===== src/rtl/controle_multiciclo_p.sv =====
// Multicycle Moore control unit for the MIPS-subset datapath.
// Optional mult/div handshake enabled by defining CONTROLE_MULTDIV_EN.
module controle_multiciclo_p #(
   parameter int unsigned FETCH_WAIT = 3,
   parameter int unsigned STATE_W    = 6
) (
   input  logic               clock,
   input  logic               reset,
   input  logic [5:0]         opcode,
   input  logic [5:0]         funct,
   input  logic               alu_overflow,
   input  logic               alu_zero,
   input  logic               md_done,
   input  logic               md_div0,
   output logic [STATE_W-1:0] estado,
   output logic               pc_write,
   output logic               ir_write,
   output logic [1:0]         mem_add,
   output logic [2:0]         pc_source,
   output logic [2:0]         alu_control,
   output logic               alu_src_a,
   output logic [2:0]         alu_src_b,
   output logic               reg_a_write,
   output logic               reg_b_write,
   output logic               reg_write,
   output logic [2:0]         reg_dest,
   output logic [3:0]         reg_data,
   output logic               mux_hi_lo,
   output logic               epc_write,
   output logic [1:0]         exc_cause,
   output logic               md_start,
   output logic               md_op
);

   typedef enum logic [5:0] {
      StFetch     = 6'd0,
      StDecode    = 6'd1,
      StAluAdd    = 6'd2,
      StAluSub    = 6'd3,
      StAluAnd    = 6'd4,
      StAluWb     = 6'd5,
      StSlt       = 6'd6,
      StJr        = 6'd7,
      StBreak     = 6'd8,
      StRte       = 6'd9,
      StMfhi      = 6'd10,
      StMflo      = 6'd11,
      StJ         = 6'd12,
      StJal1      = 6'd13,
      StJal2      = 6'd14,
      StBeq       = 6'd15,
      StBne       = 6'd16,
      StExc1      = 6'd17,
      StExc2      = 6'd18,
      StMdMult    = 6'd19,
      StMdDiv     = 6'd20,
      StMdWaitMul = 6'd21,
      StMdWaitDiv = 6'd22
   } state_e;

   localparam logic [3:0] FetchLast = 4'(FETCH_WAIT - 1);

   state_e     state_q, state_d;
   logic [3:0] fetch_cnt_q, fetch_cnt_d;
   logic [1:0] cause_q, cause_d;

`ifndef CONTROLE_MULTDIV_EN
   logic unused_md;
   assign unused_md = md_done ^ md_div0;
`endif

   always_ff @(posedge clock or posedge reset) begin
      if (reset) begin
         state_q     <= StFetch;
         fetch_cnt_q <= 4'd0;
         cause_q     <= 2'b00;
      end else begin
         state_q     <= state_d;
         fetch_cnt_q <= fetch_cnt_d;
         cause_q     <= cause_d;
      end
   end

   always_comb begin
      state_d     = state_q;
      fetch_cnt_d = fetch_cnt_q;
      cause_d     = cause_q;
      case (state_q)
         StFetch: begin
            if (fetch_cnt_q == FetchLast) begin
               fetch_cnt_d = 4'd0;
               state_d     = StDecode;
            end else begin
               fetch_cnt_d = fetch_cnt_q + 4'd1;
            end
         end
         StDecode: begin
            case (opcode)
               6'd0: begin
                  case (funct)
                     6'h20: state_d = StAluAdd;
                     6'h22: state_d = StAluSub;
                     6'h24: state_d = StAluAnd;
                     6'h2a: state_d = StSlt;
                     6'h08: state_d = StJr;
                     6'h0d: state_d = StBreak;
                     6'h13: state_d = StRte;
                     6'h10: state_d = StMfhi;
                     6'h12: state_d = StMflo;
`ifdef CONTROLE_MULTDIV_EN
                     6'h18: state_d = StMdMult;
                     6'h1a: state_d = StMdDiv;
`endif
                     default: begin
                        state_d = StExc1;
                        cause_d = 2'b00;
                     end
                  endcase
               end
               6'd2:    state_d = StJ;
               6'd3:    state_d = StJal1;
               6'd4:    state_d = StBeq;
               6'd5:    state_d = StBne;
               default: begin
                  state_d = StExc1;
                  cause_d = 2'b00;
               end
            endcase
         end
         StAluAdd, StAluSub: begin
            if (alu_overflow) begin
               state_d = StExc1;
               cause_d = 2'b01;
            end else begin
               state_d = StAluWb;
            end
         end
         StAluAnd: state_d = StAluWb;
         StJal1:   state_d = StJal2;
         StExc1:   state_d = StExc2;
`ifdef CONTROLE_MULTDIV_EN
         StMdMult: state_d = StMdWaitMul;
         StMdDiv:  state_d = StMdWaitDiv;
         StMdWaitMul: begin
            if (md_done) state_d = StFetch;
         end
         StMdWaitDiv: begin
            if (md_done) begin
               if (md_div0) begin
                  state_d = StExc1;
                  cause_d = 2'b10;
               end else begin
                  state_d = StFetch;
               end
            end
         end
`endif
         default: state_d = StFetch;
      endcase
   end

   // Outputs follow the state register; reset forces them low without waiting for an edge.
   always_comb begin
      pc_write    = 1'b0;
      ir_write    = 1'b0;
      mem_add     = 2'b00;
      pc_source   = 3'b000;
      alu_control = 3'b000;
      alu_src_a   = 1'b0;
      alu_src_b   = 3'b000;
      reg_a_write = 1'b0;
      reg_b_write = 1'b0;
      reg_write   = 1'b0;
      reg_dest    = 3'b000;
      reg_data    = 4'b0000;
      mux_hi_lo   = 1'b0;
      epc_write   = 1'b0;
      md_start    = 1'b0;
      md_op       = 1'b0;
      if (!reset) begin
         case (state_q)
            StFetch: begin
               alu_src_b   = 3'b011;
               alu_control = 3'b001;
               if (fetch_cnt_q == FetchLast) begin
                  pc_write  = 1'b1;
                  ir_write  = 1'b1;
                  pc_source = 3'b001;
               end
            end
            StDecode: begin
               alu_src_b   = 3'b100;
               alu_control = 3'b001;
               reg_a_write = 1'b1;
               reg_b_write = 1'b1;
            end
            StAluAdd, StAluSub, StAluAnd: begin
               alu_src_a   = 1'b1;
               alu_control = (state_q == StAluAdd) ? 3'b001 :
                             (state_q == StAluSub) ? 3'b010 : 3'b011;
            end
            StAluWb: begin
               reg_write = 1'b1;
               reg_dest  = 3'b001;
            end
            StSlt: begin
               reg_write   = 1'b1;
               reg_dest    = 3'b001;
               reg_data    = 4'b0010;
               alu_control = 3'b111;
               alu_src_a   = 1'b1;
            end
            StJr: begin
               pc_write  = 1'b1;
               pc_source = 3'b001;
               alu_src_a = 1'b1;
            end
            StBreak: begin
               pc_write    = 1'b1;
               pc_source   = 3'b001;
               alu_src_b   = 3'b011;
               alu_control = 3'b010;
            end
            StRte: begin
               pc_write  = 1'b1;
               pc_source = 3'b010;
            end
            StMfhi, StMflo: begin
               reg_write = 1'b1;
               reg_dest  = 3'b001;
               reg_data  = 4'b0001;
               mux_hi_lo = (state_q == StMflo);
            end
            StJ: pc_write = 1'b1;
            StJal1: alu_src_b = 3'b011;
            StJal2: begin
               reg_write = 1'b1;
               reg_dest  = 3'b010;
               pc_write  = 1'b1;
            end
            StBeq, StBne: begin
               alu_src_a   = 1'b1;
               alu_control = 3'b010;
               pc_write    = (state_q == StBeq) ? alu_zero : !alu_zero;
            end
            StExc1: begin
               epc_write   = 1'b1;
               alu_src_b   = 3'b011;
               alu_control = 3'b010;
            end
            StExc2: begin
               pc_write  = 1'b1;
               pc_source = 3'b011;
            end
`ifdef CONTROLE_MULTDIV_EN
            StMdMult: md_start = 1'b1;
            StMdDiv: begin
               md_start = 1'b1;
               md_op    = 1'b1;
            end
`endif
            default: ;
         endcase
      end
   end

   assign estado    = STATE_W'(state_q);
   assign exc_cause = cause_q;

endmodule


===== config.mk =====
export PLATFORM = sky130hd
export DESIGN_NAME = controle_multiciclo_p
export DESIGN_NICKNAME = d
export VERILOG_FILES = /design/src/rtl/controle_multiciclo_p.sv
export SDC_FILE = /design/constraint.sdc
export NUM_CORES = 1
export LEC_CHECK = 0
export CORE_MARGIN = 4
export CORE_UTILIZATION = 40
export CTS_CLUSTER_DIAMETER = 50
export CTS_CLUSTER_SIZE = 20
export DETAILED_ROUTE_END_ITERATION = 12
export MAX_ROUTING_LAYER = met4
export PLACE_DENSITY = 0.86
export SLEW_MARGIN = 5
export SYNTH_ARGS = -nofsm -noshare
export SYNTH_HDL_FRONTEND = slang
export SYNTH_SLANG_ARGS = --single-unit

===== constraint.sdc =====
create_clock -name clock -period 2 [get_ports clock]
set_input_delay 0.3 -clock clock [delete_from_list [all_inputs] [get_ports clock]]
set_output_delay 0.3 -clock clock [all_outputs]
set_load 0.005 [all_outputs]

==> results by group <==
Status
  • Outcome: finished, violations left
  • Failing checks: negative setup slack

Global routing
  • Initial antenna violation count: 0
  • Remaining global-route overflow: 0
  • Global-route wire length before repair: 6850 um
  • Overall routing resource usage: 19.7%
  • Largest net degree at the start of global routing: 11
  • Vias in the first global route: 1588

Placement
  • HPWL after detailed placement: 3100 um
  • Placed Instances: 294
  • GPL Wtd Cong: 0.922
  • PortBufs: 41
  • Pre-CTS WS: -263 ps

Setup path
  • CP Capture Type: primary output
  • Required @ worst endpoint: 1700 ps
  • CP max FO: 6
  • Critical Path AT: 1720 ps
  • Family with the most delay on the worst path: flip-flops
  • Critical path class: reg -> out
  • Worst path bufs/invs: 2
  • Cells along the critical path: buf_6 -> and2_1 -> o21ai_0 -> a211oi_2 -> a21oi_1 -> nor2_1 -> buf_2
  • CP Launch Type: flop
  • Slowest-stage cell, CP: dfrtp_2
  • Crit-path max cell delay: 470 ps

Detailed routing
  • Detailed Route Iter0 Violations: 67
  • First-pass iteration count of the detailed router: 4
  • Via count: 1631
  • Post-route ant nets: 0
  • Vias/cell: 5.30
  • Wire per inst: 14.5 um
  • DRC errors left: 0
  • Total wire length: 4460 um

Clock network
  • Clock slew at reported path FFs: 60 ps
  • Htree depth: 1
  • CTS buffer count: 3
  • TritonCTS clock tree: built
  • Clock root buffer: clkbuf_4
  • Clock Path Buffers: 2
  • Clk Latency, worst-skew pair: 270 ps
  • CTS sink count: 10

STA
  • Clk_skew: 5.01 ps
  • FMAX: 494 MHz
  • Setup ws final: -22.5 ps
  • Max-slew violations: 0
  • Final Hold Viols: 0
  • Fin crit period: 2020 ps
  • Final period util: 101%
  • RSZ-0062 raised after global routing: yes
  • Final Setup Violations: 1

Final layout
  • Layout Nets: 282
  • N_diodes: 0
  • Multi-input gate area: 0.00104 mm^2
  • Area Growth Syn to Fin: 58.1%
  • Most frequent cells in the layout: buf_4, clkdlybuf4s50_1, nor2_1, nand2_1, buf_6
  • Final Instance Count excl. Fillers: 308
  • Filler cells: 281
  • Most common cell after layout, fill and taps aside: buf_4
  • Register area: 256 um^2
  • Share of layout cells above drive strength 1: 38.2%

Power and ir drop
  • Leak pwr: 0.962 nW
  • VDD IR max: 0.341 mV
  • PD cells: 1110 mW/mm^2

Yosys
  • Syn Area/Cell: 7.31 um^2
  • Seq cells post-synth: 10
  • Mapped Cells: 188
  • Synth warnings: 0
  • Synth Flop Type: dfrtp_1
  • Async SR Flop Fraction: 100%
  • Yosys cell types: 55
  • Post-synth EDFFs: 0
  • Post-synthesis sequential area ratio: 18.2%
  • Post-Synthesis Cell Area: 0.00137 mm^2

Die
  • Core area: 0.00334 mm^2
  • I/O pins: 54
  • Initial Utilization: 41.2%
  • Die Height: 66.6 um
  • Row count: 21
  • Die W: 66.6 um
  • Die footprint: 0.00444 mm^2

Flow run
  • Max_cap viols: 0

Hold path
  • Hold crit path type: reg -> reg
## repair_timing
item / CTS / global route
resized for setup: 70 / 28
buffers inserted: 10 / 3
pin swaps: 12 / 13
hold buffers: 0 / 0
setup endpoints to repair: 20 / 16
## cell usage after synthesis, types with 4 or more instances
master    instances  share of area [%]
clkbuf_1          5                1.4
nand2_1          15                4.1
nand2b_1          9                4.1
dfrtp_1          10                 18
a31oi_1           4                1.8
o21ai_0           7                2.5
nor3b_1           7                3.8
buf_4            18                9.8
buf_2             4                1.5
nor3_1            6                2.2
a21oi_1          11                4.0
nor2_1           18                4.9
inv_1             5                1.4
## registers in the layout (all words and copies together) (netlist names)
signal       flops
fetch_cnt_q      4
estado           5
exc_cause        1
## power breakdown
group          switching, W  internal (W)
clock network     0.0000697     0.0000697
logic              0.000836       0.00102
registers          0.000124      0.000295
## logic make-up (layout without fill, tap and decap cells)
kind of cell	after synthesis	count (layout)	synth area share [%]
xor gates and xnor gates	4	4	2.55
muxes	3	3	2.19
DFF	10	10	18.2
AOI/OAI and AO/OA	48	48	23.4
and+or+nand+nor	87	87	36.9
other	1	10	0.273
buffers and inverters	35	100	16.5
## path summary, 6_finish.rpt
path	slack [ps]	to	startpoint	cells past startpoint
max in group asynchronous	1140	estado[0]	reset	3
worst min-delay path	500	fetch_cnt_q[3]	fetch_cnt_q[3]	1
worst max-delay path	-20	alu_control[1]	estado[2]	7
min in group asynchronous	570	fetch_cnt_q[0]	reset	3
worst max register to register	130	estado[0]	estado[2]	9
worst min register to register	500	fetch_cnt_q[3]	fetch_cnt_q[3]	1
## routing by layer
metal,GRT usage [%],share of wire (%)
met4,4.82,1.1
met5,-,0
met1,21.2,40
met2,38.2,55
met3,1.85,4.2
## through the flow
stage                     power, W  area, um^2  hold slack [ps]  util, %  setup TNS, ps
after floorplan            0.00125        1410              351        -              0
after global placement     0.00186        1970              464     59.0          -1220
after detailed placement   0.00192        1970              470     59.0          -1810
after CTS                  0.00223        2100              490     63.0          -31.3
after global routing       0.00258        2170              545     65.1           -199
final                      0.00242        2170              501     65.1          -22.5
## worst reg2reg max path, stage by stage, from the launching register on
cell and delay, ps:
dfrtp_2 470, buf_6 160, nor2_4 110, nand2_2 70
or2_4 270, buf_4 130, buf_4 120, buf_4 140
o2bb2ai_1 130, a31oi_1 170
## area by class of cell
cell class	instances	share of cell area, %
Tap cell	46	2.65
Inverter	5	0.864
Timing Repair Buffer	92	35.9
Clock buffer	3	1.04
Multi-Input combinational cell	152	47.7
Sequential cell	10	11.8
Note: power is estimated with default switching activity, not from simulation.
